## src/rtl/vfifo_mc_sc.sv

```systemverilog
// Multi-channel single-clock FIFO: NR_OF_CHANNELS independent queues sharing one
// simple dual-port RAM, each channel owning a fixed 2^ADDR_WIDTH-word region.
module vfifo_mc_sc #(
   parameter int DATA_WIDTH = 32,
   parameter int ADDR_WIDTH = 4,
   parameter int CH_WIDTH   = 2,
   localparam int NR_OF_CHANNELS = 1 << CH_WIDTH
) (
   input  logic                      clk,
   input  logic                      rst,
   input  logic [DATA_WIDTH-1:0]     d,
   input  logic [CH_WIDTH-1:0]       wr_ch,
   input  logic                      we,
   input  logic [CH_WIDTH-1:0]       rd_ch,
   input  logic                      re,
   output logic [DATA_WIDTH-1:0]     q,
   output logic                      q_valid,
   output logic [CH_WIDTH-1:0]       q_ch,
   output logic [NR_OF_CHANNELS-1:0] full,
   output logic [NR_OF_CHANNELS-1:0] empty,
   output logic                      ovf,
   output logic                      udf
);

   localparam int MEM_DEPTH = 1 << (CH_WIDTH + ADDR_WIDTH);
   localparam int PW        = ADDR_WIDTH + 1;

   logic [DATA_WIDTH-1:0]      mem_q [MEM_DEPTH];
   logic [PW-1:0]              wptr_q [NR_OF_CHANNELS];
   logic [PW-1:0]              wptr_d [NR_OF_CHANNELS];
   logic [PW-1:0]              rptr_q [NR_OF_CHANNELS];
   logic [PW-1:0]              rptr_d [NR_OF_CHANNELS];
   logic [NR_OF_CHANNELS-1:0]  full_q, full_d;
   logic [NR_OF_CHANNELS-1:0]  empty_q, empty_d;
   logic [DATA_WIDTH-1:0]      q_q, q_d;
   logic                       q_valid_q, q_valid_d;
   logic [CH_WIDTH-1:0]        q_ch_q, q_ch_d;
   logic                       ovf_q, ovf_d;
   logic                       udf_q, udf_d;
   logic                       wr_acc_s, rd_acc_s;
   logic [CH_WIDTH+ADDR_WIDTH-1:0] wr_addr_s, rd_addr_s;

   // Acceptance is judged on the registered flags only, so a same-channel
   // read never hits the slot being written this cycle.
   always_comb begin
      wr_acc_s  = we & ~full_q[wr_ch];
      rd_acc_s  = re & ~empty_q[rd_ch];
      wr_addr_s = {wr_ch, wptr_q[wr_ch][ADDR_WIDTH-1:0]};
      rd_addr_s = {rd_ch, rptr_q[rd_ch][ADDR_WIDTH-1:0]};
   end

   // Next-state for pointers, flags and the registered read port.
   always_comb begin
      q_valid_d = rd_acc_s;
      ovf_d     = we & full_q[wr_ch];
      udf_d     = re & empty_q[rd_ch];
      if (rd_acc_s) begin
         q_d    = mem_q[rd_addr_s];
         q_ch_d = rd_ch;
      end else begin
         q_d    = q_q;
         q_ch_d = q_ch_q;
      end
      for (int c = 0; c < NR_OF_CHANNELS; c++) begin
         if (wr_acc_s && (wr_ch == CH_WIDTH'(c))) begin
            wptr_d[c] = wptr_q[c] + PW'(1);
         end else begin
            wptr_d[c] = wptr_q[c];
         end
         if (rd_acc_s && (rd_ch == CH_WIDTH'(c))) begin
            rptr_d[c] = rptr_q[c] + PW'(1);
         end else begin
            rptr_d[c] = rptr_q[c];
         end
         empty_d[c] = (wptr_d[c] == rptr_d[c]);
         full_d[c]  = (wptr_d[c][ADDR_WIDTH] != rptr_d[c][ADDR_WIDTH]) &&
                      (wptr_d[c][ADDR_WIDTH-1:0] == rptr_d[c][ADDR_WIDTH-1:0]);
      end
   end

   // Shared storage; contents deliberately survive reset.
   always_ff @(posedge clk) begin
      if (wr_acc_s && !rst) begin
         mem_q[wr_addr_s] <= d;
      end
   end

   // Control state and output registers.
   always_ff @(posedge clk) begin
      if (rst) begin
         for (int c = 0; c < NR_OF_CHANNELS; c++) begin
            wptr_q[c] <= {PW{1'b0}};
            rptr_q[c] <= {PW{1'b0}};
         end
         full_q    <= {NR_OF_CHANNELS{1'b0}};
         empty_q   <= {NR_OF_CHANNELS{1'b1}};
         q_q       <= {DATA_WIDTH{1'b0}};
         q_valid_q <= 1'b0;
         q_ch_q    <= {CH_WIDTH{1'b0}};
         ovf_q     <= 1'b0;
         udf_q     <= 1'b0;
      end else begin
         for (int c = 0; c < NR_OF_CHANNELS; c++) begin
            wptr_q[c] <= wptr_d[c];
            rptr_q[c] <= rptr_d[c];
         end
         full_q    <= full_d;
         empty_q   <= empty_d;
         q_q       <= q_d;
         q_valid_q <= q_valid_d;
         q_ch_q    <= q_ch_d;
         ovf_q     <= ovf_d;
         udf_q     <= udf_d;
      end
   end

   assign q       = q_q;
   assign q_valid = q_valid_q;
   assign q_ch    = q_ch_q;
   assign full    = full_q;
   assign empty   = empty_q;
   assign ovf     = ovf_q;
   assign udf     = udf_q;

endmodule

```

## config.mk

```make
export PLATFORM = sky130hd
export DESIGN_NAME = vfifo_mc_sc
export DESIGN_NICKNAME = d
export VERILOG_FILES = /design/src/rtl/vfifo_mc_sc.sv
export SDC_FILE = /design/constraint.sdc
export NUM_CORES = 2
export LEC_CHECK = 0
export CAP_MARGIN = 20
export CORE_ASPECT_RATIO = 1.4
export CORE_UTILIZATION = 50
export DETAILED_ROUTE_END_ITERATION = 10
export MAX_ROUTING_LAYER = met4
export PLACE_DENSITY = 0.69
export SLEW_MARGIN = 20
export SYNTH_ARGS = -nofsm -noshare
export SYNTH_HDL_FRONTEND = slang
export SYNTH_SLANG_ARGS = --single-unit
```

## constraint.sdc

```tcl
create_clock -name clk -period 9 [get_ports clk]
set_clock_uncertainty 0.1 [all_clocks]
set_input_delay 0.9 -clock clk [delete_from_list [all_inputs] [get_ports clk]]
set_output_delay 0.9 -clock clk [all_outputs]
set_load 0.02 [all_outputs]
```

==> flow_summary.toml <==
[clocking]
clock_latency_ps = 820
cts.sinks = 2133
cts_buffers = 185
cts_tree = "built"
cts_resized = 0
hold_buffers = 0
clk_pin_slew_ps = 70
clock-root-buffer = "clkbuf_16"
cts_setup_buffers = 0
cts_buffer_depth = 3
htree_levels = 4

[grt]
antenna_found_initial = 13
grt_pass1_wl_um = 325000
grt_overflow_total = 0
grtUsageTotal_pct = 27.9
grt_max_degree = 166
grt_pass1_vias = 44700

[floorplanning]
core_area_um2 = 168000
dieWidth_um = 349
die_y_um = 488
num_rows = 178
die_area_um2 = 171000
io_pins = 85
start_util_pct = 50.3

[power_and_ir_drop]
pwr-share-comb_pct = 2.6
power.share.clock_pct = 40.8
ir_worst_vdd_uv = 217
seqPwrFrac_pct = 56.7
power_leakage_uw = 0.0284
p_per_area_nw_per_um2 = 204
netSwitchingFraction_pct = 20.3
p_int_uw = 15400
p_sw_uw = 3910
p_total_uw = 19300

[placement]
port_buffers = 84
hpwl_um = 130000
gp_congestion = 0.866
dpl_worst_slack_ps = 3040

[route]
first_pass_iters = 6
drc = 0
drt-total-wl_um = 233000
wl_per_cell_um = 31.7
drtIter0Drc = 5345
vias = 45800
vias_per_cell = 6.23
ant_nets = 0

[timing]
timing.final.hold_violations = 0
worst_pin_slew_ps = 1160
drv_slew = 0
setup_violations = 0
min_period_ps = 5210
fmax_mhz = 192
postLayoutSetupSlackWorst_ps = 3790
post-route-period-util_pct = 57.9
rsz0062_at_grt = "false"
fin_tns_setup_ps = 0
timing.hold.ws_ps = 374
maxSlewHeadroom_pct = 22.0

[critical_path]
crit_type = "in -> reg"
critPathMaxFanout = 60
crit_path_start_kind = "primary input"
cp.required_ps = 9580
crit_path_end_kind = "register"
arrival_ps = 5790

[synthesis]
syn_area_um2 = 84500
synth-edff-count = 2048
ys_ff_latch = 2133
yosysTopAreaCell = "edfxtp_1"
syn_inst = 4803
synth.distinct_cells = 59
synth_most_common_cell = "edfxtp_1"
synth_nets = 4851
ys_top_cells_by_count = "edfxtp_1 (2048), mux2i_1 (896), a211oi_1 (192)"
synth.top_cell.area_share_pct = 72.8
syn-mean-instance-area_um2 = 17.6
async_reset_ff_share_pct = 0
synth.area.top_cells = "edfxtp_1 (73%), mux2i_1 (11%), mux2_2 (2.5%)"
synth_ff_type = "edfxtp_1"
ys_warn_count = 0
yosysSeqAreaShare_pct = 74.8

[layout]
final_util_pct = 56.1
n_fill_cell = 12700
final_nets = 4986
drive_above_1_share_pct = 15.2
synthToLayoutAreaGrowth_pct = 11.6

[run]
cap_viol_max_count = 0

[run_status]
outcome = "finished, final reports clean"

[min_path]
hold_class = "reg -> reg"
[stage by stage]
step                      area (um^2)  std cells
after floorplan                 84500       4803
after CTS                       94300       7346
after global routing            94300       7352
after global placement          88300       7000
final                           94300       7353
after detailed placement        88300       7001
[cells by family (layout without fill, tap and decap cells)]
| kind of cell | after synthesis | in the layout | synth area share [%] |
|---|---|---|---|
| compound gates | 663 | 663 | 5.83 |
| xor+xnor | 61 | 61 | 0.649 |
| fa+ha+maj | 8 | 8 | 0.119 |
| buf+inv | 295 | 588 | 1.83 |
| flops | 2133 | 2133 | 74.8 |
| mux | 1098 | 1098 | 13.5 |
| other cells | 0 | 7 | 0 |
| simple gates | 545 | 545 | 3.30 |
[path summary, 6_finish.rpt]
check,start,to,slack (ps),depth (start not counted)
max reg2reg,rptr_q[3][1],q[3],3950,8
max,rd_ch[0],q[3],3790,9
min reg2reg,q_ch[0],q_ch[0],370,2
min,q_ch[0],q_ch[0],370,2
[layer usage]
layer	wire length, um	GRT usage (%)	vias to the layer above
met5	0	-	-
met4	12900	14.1	0
met3	16600	4.19	505
met1	87400	33.5	23700
li1	-	-	19500
met2	116000	46.0	2122
[flip-flops by register name, indices dropped and copies added, names as in the netlist]
name	cells
q_valid	1
q	32
q_ch	2
mem_q	2048
empty	4
wptr_q	20
rptr_q	20
ovf	1
full	4
udf	1
[worst max-delay path, cell delays in order]
cell	delay [ps]
buf_2	520
mux4_4	860
buf_4	840
buf_4	710
mux2i_1	280
o22ai_1	100
or4_1	550
a211oi_1	690
a21oi_1	160
[cells in the final DEF, fill, tap and decap left out, types with 37 or more instances in the layout]
cell	count
dfxtp_1	85
mux2_2	191
nor2b_1	108
a22oi_1	70
clkdlybuf4s50_1	49
o22ai_1	180
mux2i_1	895
nor2_1	68
buf_4	155
a21oi_1	37
a211oi_1	190
nor2_4	66
clkbuf_1	51
edfxtp_1	2048
nand2_1	159
clkbuf_16	191
[cell type report]
cell class | instances | area, um^2 | share of cell area (%)
antenna | 7 | 17.5 | 0.0186
clock buffer | 264 | 5270 | 5.59
clock inverter | 81 | 673 | 0.714
inverter | 1 | 3.75 | 0.00398
multi-input combinational | 2375 | 20300 | 21.6
sequential | 2133 | 63200 | 67.0
tap | 2250 | 2820 | 2.99
timing repair buffer | 242 | 1970 | 2.09
[power groups by stage]
stage | logic (uW) | clock network, uW | registers (uW)
after floorplan | 160 | 0 | 11100
final | 493 | 7850 | 10900
after global routing | 511 | 8250 | 10900
after global placement | 475 | 0 | 11100
after CTS | 489 | 7900 | 10900
after detailed placement | 488 | 0 | 11100
Power figures use the tool's default switching activity.
